## src/rtl/mult_pkg.sv

```systemverilog
// Shared types for the sequential Booth multiplier: operand width, FSM states
// and the Booth operation decoded from the {mq[0], q_m1} pair.
package mult_pkg;

  localparam int MULT_W = 32;

  typedef enum logic {
    IDLE = 1'b0,
    RUN  = 1'b1
  } mult_state_t;

  typedef enum logic [1:0] {
    NOP = 2'd0,
    ADD = 2'd1,
    SUB = 2'd2
  } booth_op_t;

  // Radix-2 Booth: 01 ends a run of ones (add), 10 starts one (subtract).
  function automatic booth_op_t booth_decode(input logic [1:0] pair);
    case (pair)
      2'b01:   return ADD;
      2'b10:   return SUB;
      default: return NOP;
    endcase
  endfunction

endpackage

```

## src/rtl/booth_step.sv

```systemverilog
// One radix-2 Booth iteration: optional add/subtract of the multiplicand into
// the upper partial product, then arithmetic right shift of {acc, mq, q_m1}.
module booth_step
  import mult_pkg::*;
#(
  parameter int WIDTH = MULT_W
) (
  input  logic [WIDTH:0]   i_acc,
  input  logic [WIDTH-1:0] i_mq,
  input  logic             i_q_m1,
  input  logic [WIDTH:0]   i_mcand,
  output logic [WIDTH:0]   o_acc,
  output logic [WIDTH-1:0] o_mq,
  output logic             o_q_m1
);

  booth_op_t        w_op;
  logic [WIDTH:0]   w_sum;

  assign w_op = booth_decode({i_mq[0], i_q_m1});

  always_comb begin
    w_sum = i_acc;
    case (w_op)
      ADD:     w_sum = i_acc + i_mcand;
      SUB:     w_sum = i_acc - i_mcand;
      default: w_sum = i_acc;
    endcase
  end

  // acc is one bit wider than the operands, so the shift keeps its sign exact.
  assign o_acc  = {w_sum[WIDTH], w_sum[WIDTH:1]};
  assign o_mq   = {w_sum[0], i_mq[WIDTH-1:1]};
  assign o_q_m1 = i_mq[0];

endmodule

```

## src/rtl/booth_mult.sv

```systemverilog
// Sequential signed radix-2 Booth multiplier with start/busy/done handshake.
// Optional BOOTH_MULT_ZERO_SKIP_EN: a zero operand completes on the start edge.
module booth_mult
  import mult_pkg::*;
#(
  parameter int WIDTH = MULT_W
) (
  input  logic               clock,
  input  logic               reset,
  input  logic               i_start,
  input  logic [WIDTH-1:0]   i_a,
  input  logic [WIDTH-1:0]   i_b,
  output logic [2*WIDTH-1:0] o_z,
  output logic               o_busy,
  output logic               o_done,
  output mult_state_t        o_state
);

  localparam int              CW   = $clog2(WIDTH);
  localparam logic [CW-1:0]   LAST = CW'(WIDTH - 1);

  // Handshake: i_start is a level sampled every edge and always wins, aborting
  // any run; o_busy is high while iterating; o_done pulses for one cycle when
  // o_z takes a new product. o_z holds between completions.
  mult_state_t        r_state;
  mult_state_t        w_state_n;
  logic               w_finish;
  logic               w_zero;
  logic [WIDTH:0]     r_acc;
  logic [WIDTH-1:0]   r_mq;
  logic               r_q_m1;
  logic [WIDTH:0]     r_mcand;
  logic [CW-1:0]      r_count;
  logic [2*WIDTH-1:0] r_z;
  logic               r_done;
  logic [WIDTH:0]     w_acc_n;
  logic [WIDTH-1:0]   w_mq_n;
  logic               w_q_m1_n;

`ifdef BOOTH_MULT_ZERO_SKIP_EN
  assign w_zero = (i_a == '0) || (i_b == '0);
`else
  assign w_zero = 1'b0;
`endif

  booth_step #(.WIDTH(WIDTH)) u_step (
    .i_acc   (r_acc),
    .i_mq    (r_mq),
    .i_q_m1  (r_q_m1),
    .i_mcand (r_mcand),
    .o_acc   (w_acc_n),
    .o_mq    (w_mq_n),
    .o_q_m1  (w_q_m1_n)
  );

  always_ff @(posedge clock or posedge reset) begin
    if (reset) r_state <= IDLE;
    else       r_state <= w_state_n;
  end

  always_comb begin
    w_state_n = r_state;
    w_finish  = 1'b0;
    if (i_start) begin
      w_state_n = w_zero ? IDLE : RUN;
    end else if (r_state == RUN && r_count == LAST) begin
      w_state_n = IDLE;
      w_finish  = 1'b1;
    end
  end

  always_ff @(posedge clock or posedge reset) begin
    if (reset) begin
      r_acc   <= '0;
      r_mq    <= '0;
      r_q_m1  <= 1'b0;
      r_mcand <= '0;
      r_count <= '0;
      r_z     <= '0;
      r_done  <= 1'b0;
    end else begin
      r_done <= 1'b0;
      if (i_start) begin
        r_acc   <= '0;
        r_mq    <= i_b;
        r_q_m1  <= 1'b0;
        r_mcand <= {i_a[WIDTH-1], i_a};
        r_count <= '0;
        if (w_zero) begin
          r_z    <= '0;
          r_done <= 1'b1;
        end
      end else if (r_state == RUN) begin
        r_acc   <= w_acc_n;
        r_mq    <= w_mq_n;
        r_q_m1  <= w_q_m1_n;
        r_count <= r_count + CW'(1);
        if (w_finish) begin
          r_z    <= {w_acc_n[WIDTH-1:0], w_mq_n};
          r_done <= 1'b1;
        end
      end
    end
  end

  assign o_z     = r_z;
  assign o_busy  = (r_state == RUN);
  assign o_done  = r_done;
  assign o_state = r_state;

endmodule

```

## config.mk

```make
export PLATFORM = sky130hd
export DESIGN_NAME = booth_mult
export DESIGN_NICKNAME = d
export VERILOG_FILES = /design/src/rtl/mult_pkg.sv /design/src/rtl/booth_step.sv /design/src/rtl/booth_mult.sv
export SDC_FILE = /design/constraint.sdc
export NUM_CORES = 1
export LEC_CHECK = 0
export ABC_AREA = 1
export ABC_CLOCK_PERIOD_IN_PS = 14920
export BUFFER_PORTS_ARGS = -buffer_cell sky130_fd_sc_hd__buf_2
export CELL_PAD_IN_SITES_DETAIL_PLACEMENT = 1
export CELL_PAD_IN_SITES_GLOBAL_PLACEMENT = 1
export CORE_MARGIN = 8
export CORE_UTILIZATION = 46
export DETAILED_ROUTE_END_ITERATION = 7
export PLACE_DENSITY = 0.92
export SYNTH_ARGS = -nofsm -noshare
export SYNTH_HDL_FRONTEND = slang
export SYNTH_SLANG_ARGS = --single-unit
```

## constraint.sdc

```tcl
create_clock -name clock -period 14.92 [get_ports clock]
set_input_delay 2.984 -clock clock [delete_from_list [all_inputs] [get_ports clock]]
set_output_delay 2.984 -clock clock [all_outputs]
set_load 0.01 [all_outputs]
```

==> results.json <==
{
  "status": "finished clean",
  "critical_path_class": "in2reg",
  "crit_arrival_ps": 6490,
  "synth_cells": 1322,
  "synth_edf_count": 0,
  "fin_worst_skew_ps": 14.3,
  "dp_hpwl_um": 24200,
  "fin_crit_ps": 6210,
  "r2r_cells": 20,
  "yosysUniqueCellTypes": 40,
  "r2r_start": "r_mq[0]",
  "gp_congestion": 0.942,
  "p_sw_share_pct": 41.8,
  "fin_util_pct": 53.7,
  "power_frac_seq_pct": 35.2,
  "fp.dieH_um": 161,
  "clk_latency_ps": 450,
  "grt_use_total_pct": 28.0,
  "start_util_pct": 46.4,
  "postCtsSetupRepairBufs": 0,
  "viasPerCell": 5.70,
  "hold_start": "o_z[59]",
  "cts.path.max_buffers": 2,
  "ctsResizeCount": 0,
  "worst_setup_path_start_kind": "input port",
  "coreArea_sq_um": 20800,
  "ys_ff_latch": 168,
  "hold_end": "o_z[59]",
  "p_leak_nw": 6.08,
  "cts_tree": "yes",
  "drive_gt1_share_pct": 13.9,
  "syn_area_sq_um": 9670,
  "via_count": 9823,
  "critical_path_peak_fanout": 90,
  "htree_levels": 4,
  "yosys_most_used_dff": "dfrtp_1",
  "powerDensity_nw_per_um2": 138,
  "required_ps": 15200,
  "hold_buffers": 0,
  "row_count": 53,
  "max-slew-margin-rel_pct": 32.9,
  "internal_power_mw": 0.895,
  "syn-num-nets": 1426,
  "root_buffer": "clkbuf_16",
  "syn_area_per_cell_sq_um": 7.31,
  "ys_seq_area_share_pct": 43.5,
  "whs_path_depth": 2,
  "post-route-period-util_pct": 41.6,
  "peakVddDrop_v": 0.0000815,
  "first_global_vias": 10835,
  "r2r-end": "r_acc[31]",
  "setup_viol": 0,
  "areaGrowthSynthToFinish_pct": 15.6,
  "drt-initial-drc-count": 737,
  "wl_per_cell_um": 21.0,
  "clk_pin_slew_ps": 80,
  "max_freq_mhz": 161,
  "end_kind": "flip-flop",
  "finalMaxSlewViolations": 0,
  "finish.instance_area_sq_um": 11200,
  "reg2reg_slack_ps": 10490,
  "grt_start_max_net_pins": 91,
  "cts_buffers": 17,
  "antenna_found_initial": 0,
  "grt_overflow": 0,
  "firstDrtPassIters": 7,
  "n_antenna_cell": 0,
  "tns_ps": 0,
  "finalNonFillerCells": 1724,
  "nNetsFinal": 1540,
  "drtAntennaViolNets": 0,
  "grt_pass1_wl_um": 57900,
  "p_sw_mw": 0.644,
  "finalWirelength_um": 36200,
  "die_w_um": 161,
  "async_reset_ff_share_pct": 100,
  "dp.cells": 1692,
  "drv_cap": 0,
  "clockPowerShare_pct": 30.4,
  "yosysWarnings": 0,
  "boundaryPins": 134,
  "io_buffers": 133,
  "placed_cell_area_sq_um": 10600,
  "dieArea_sq_um": 25900,
  "power.share.combinational_pct": 34.4,
  "finalHoldViolCount": 0,
  "drc": 0,
  "hp-class": "reg2reg",
  "rsz0062_at_grt": "false",
  "cts.sinks": 168,
  "tightestPinTransition_ps": 1010
}
final cells by class:
cell class / count / area (sq um)
timing repair buffer: 141 / 726
fill: 2701 / 9640
multi-input combinational: 951 / 4700
tap: 275 / 344
clock inverter: 15 / 191
sequential: 168 / 4200
clock buffer: 17 / 425
inverter: 157 / 594
cell families (layout without fill, tap and decap cells):
| kind of cell | count (synthesis) | after routing | share of synthesized area (%) |
|---|---|---|---|
| fa+ha+maj | 37 | 37 | 4.87 |
| xor+xnor | 37 | 37 | 3.35 |
| buf+inv | 203 | 330 | 7.98 |
| compound gates | 206 | 206 | 12.1 |
| mux | 3 | 3 | 0.311 |
| simple gates | 668 | 668 | 27.9 |
| flops | 168 | 168 | 43.5 |
cells in the mapped netlist (4+ instances only):
master	count	area, sq um
a21oi_1	36	180
buf_1	9	33.8
buf_2	5	25.0
clkbuf_1	31	116
dfrtp_1	168	4200
ha_1	36	450
inv_1	145	544
inv_2	11	41.3
nand2_1	469	1760
nand3_1	68	340
nand4_1	8	50.1
nor2_1	90	338
nor2_2	5	31.3
nor3_1	5	25.0
nor4_1	7	43.8
o211ai_1	8	60.1
o21ai_0	74	370
o21ai_1	49	245
o21bai_1	6	45.0
o221ai_1	17	149
or2_2	6	37.5
xnor2_1	4	35.0
xor2_1	33	289
flip-flops by register name, indices dropped and copies added, names as in the netlist:
signal,count
r_mq,32
o_busy,1
r_acc,32
r_mcand,32
o_done,1
r_count,5
o_z,64
r_q_m1,1
routing by layer:
metal	track usage [%]	share of wire [%]
met2	48.2	50
met5	0	0
met4	11.7	3.5
met1	33.0	41
met3	6.64	5.7
worst max path at each step:
| stage | cells after the start | startpoint | slack (ps) | end |
|---|---|---|---|---|
| 2_1_floorplan | 1 | reset | 7390 | o_busy |
| 3_5_place_dp | 10 | i_start | 8380 | o_z[39] |
| 5_1_grt | 10 | i_start | 8450 | o_z[34] |
| 6_report | 10 | i_start | 8710 | o_z[34] |
| 4_1_cts | 10 | i_start | 8740 | o_z[34] |
| 3_3_place_gp | 10 | i_start | 8580 | o_z[43] |
critical path, stage by stage:
cell and delay (ps):
buf_2 80, buf_4 650, nor2_2 90, buf_4 310, inv_2 580, nor2_2 60, buf_4 280, inv_2 380
buf_4 680, o21ai_0 280
layout by cell type (no fill, tap or decap), drive strengths merged, types with 8 or more instances in the layout:
cell and instances:
dfrtp 168, nand4 8, a21oi 37, nor2 95, ha 36, buf 141, o221ai 17, clkinv 9
xor2 33, nand3 68, clkbuf 17, nand2 469, o21ai 125, inv 163, o211ai 8
power groups by stage:
stage / logic [mW] / registers [mW] / clock network [mW]
after floorplan: 0.354 / 0.536 / 0
after global placement: 0.470 / 0.543 / 0
after detailed placement: 0.497 / 0.546 / 0
after CTS: 0.521 / 0.540 / 0.470
after global routing: 0.582 / 0.546 / 0.484
final: 0.529 / 0.542 / 0.467
per-stage QoR:
stage | hold slack [ps] | total power [mW] | worst slack [ps]
2_1_floorplan | 433 | 0.889 | 7390
6_report | 480 | 1.54 | 8710
3_5_place_dp | 462 | 1.04 | 8380
5_1_grt | 516 | 1.61 | 8450
4_1_cts | 482 | 1.53 | 8740
3_3_place_gp | 450 | 1.01 | 8580
(Power assumes the default switching activity.)
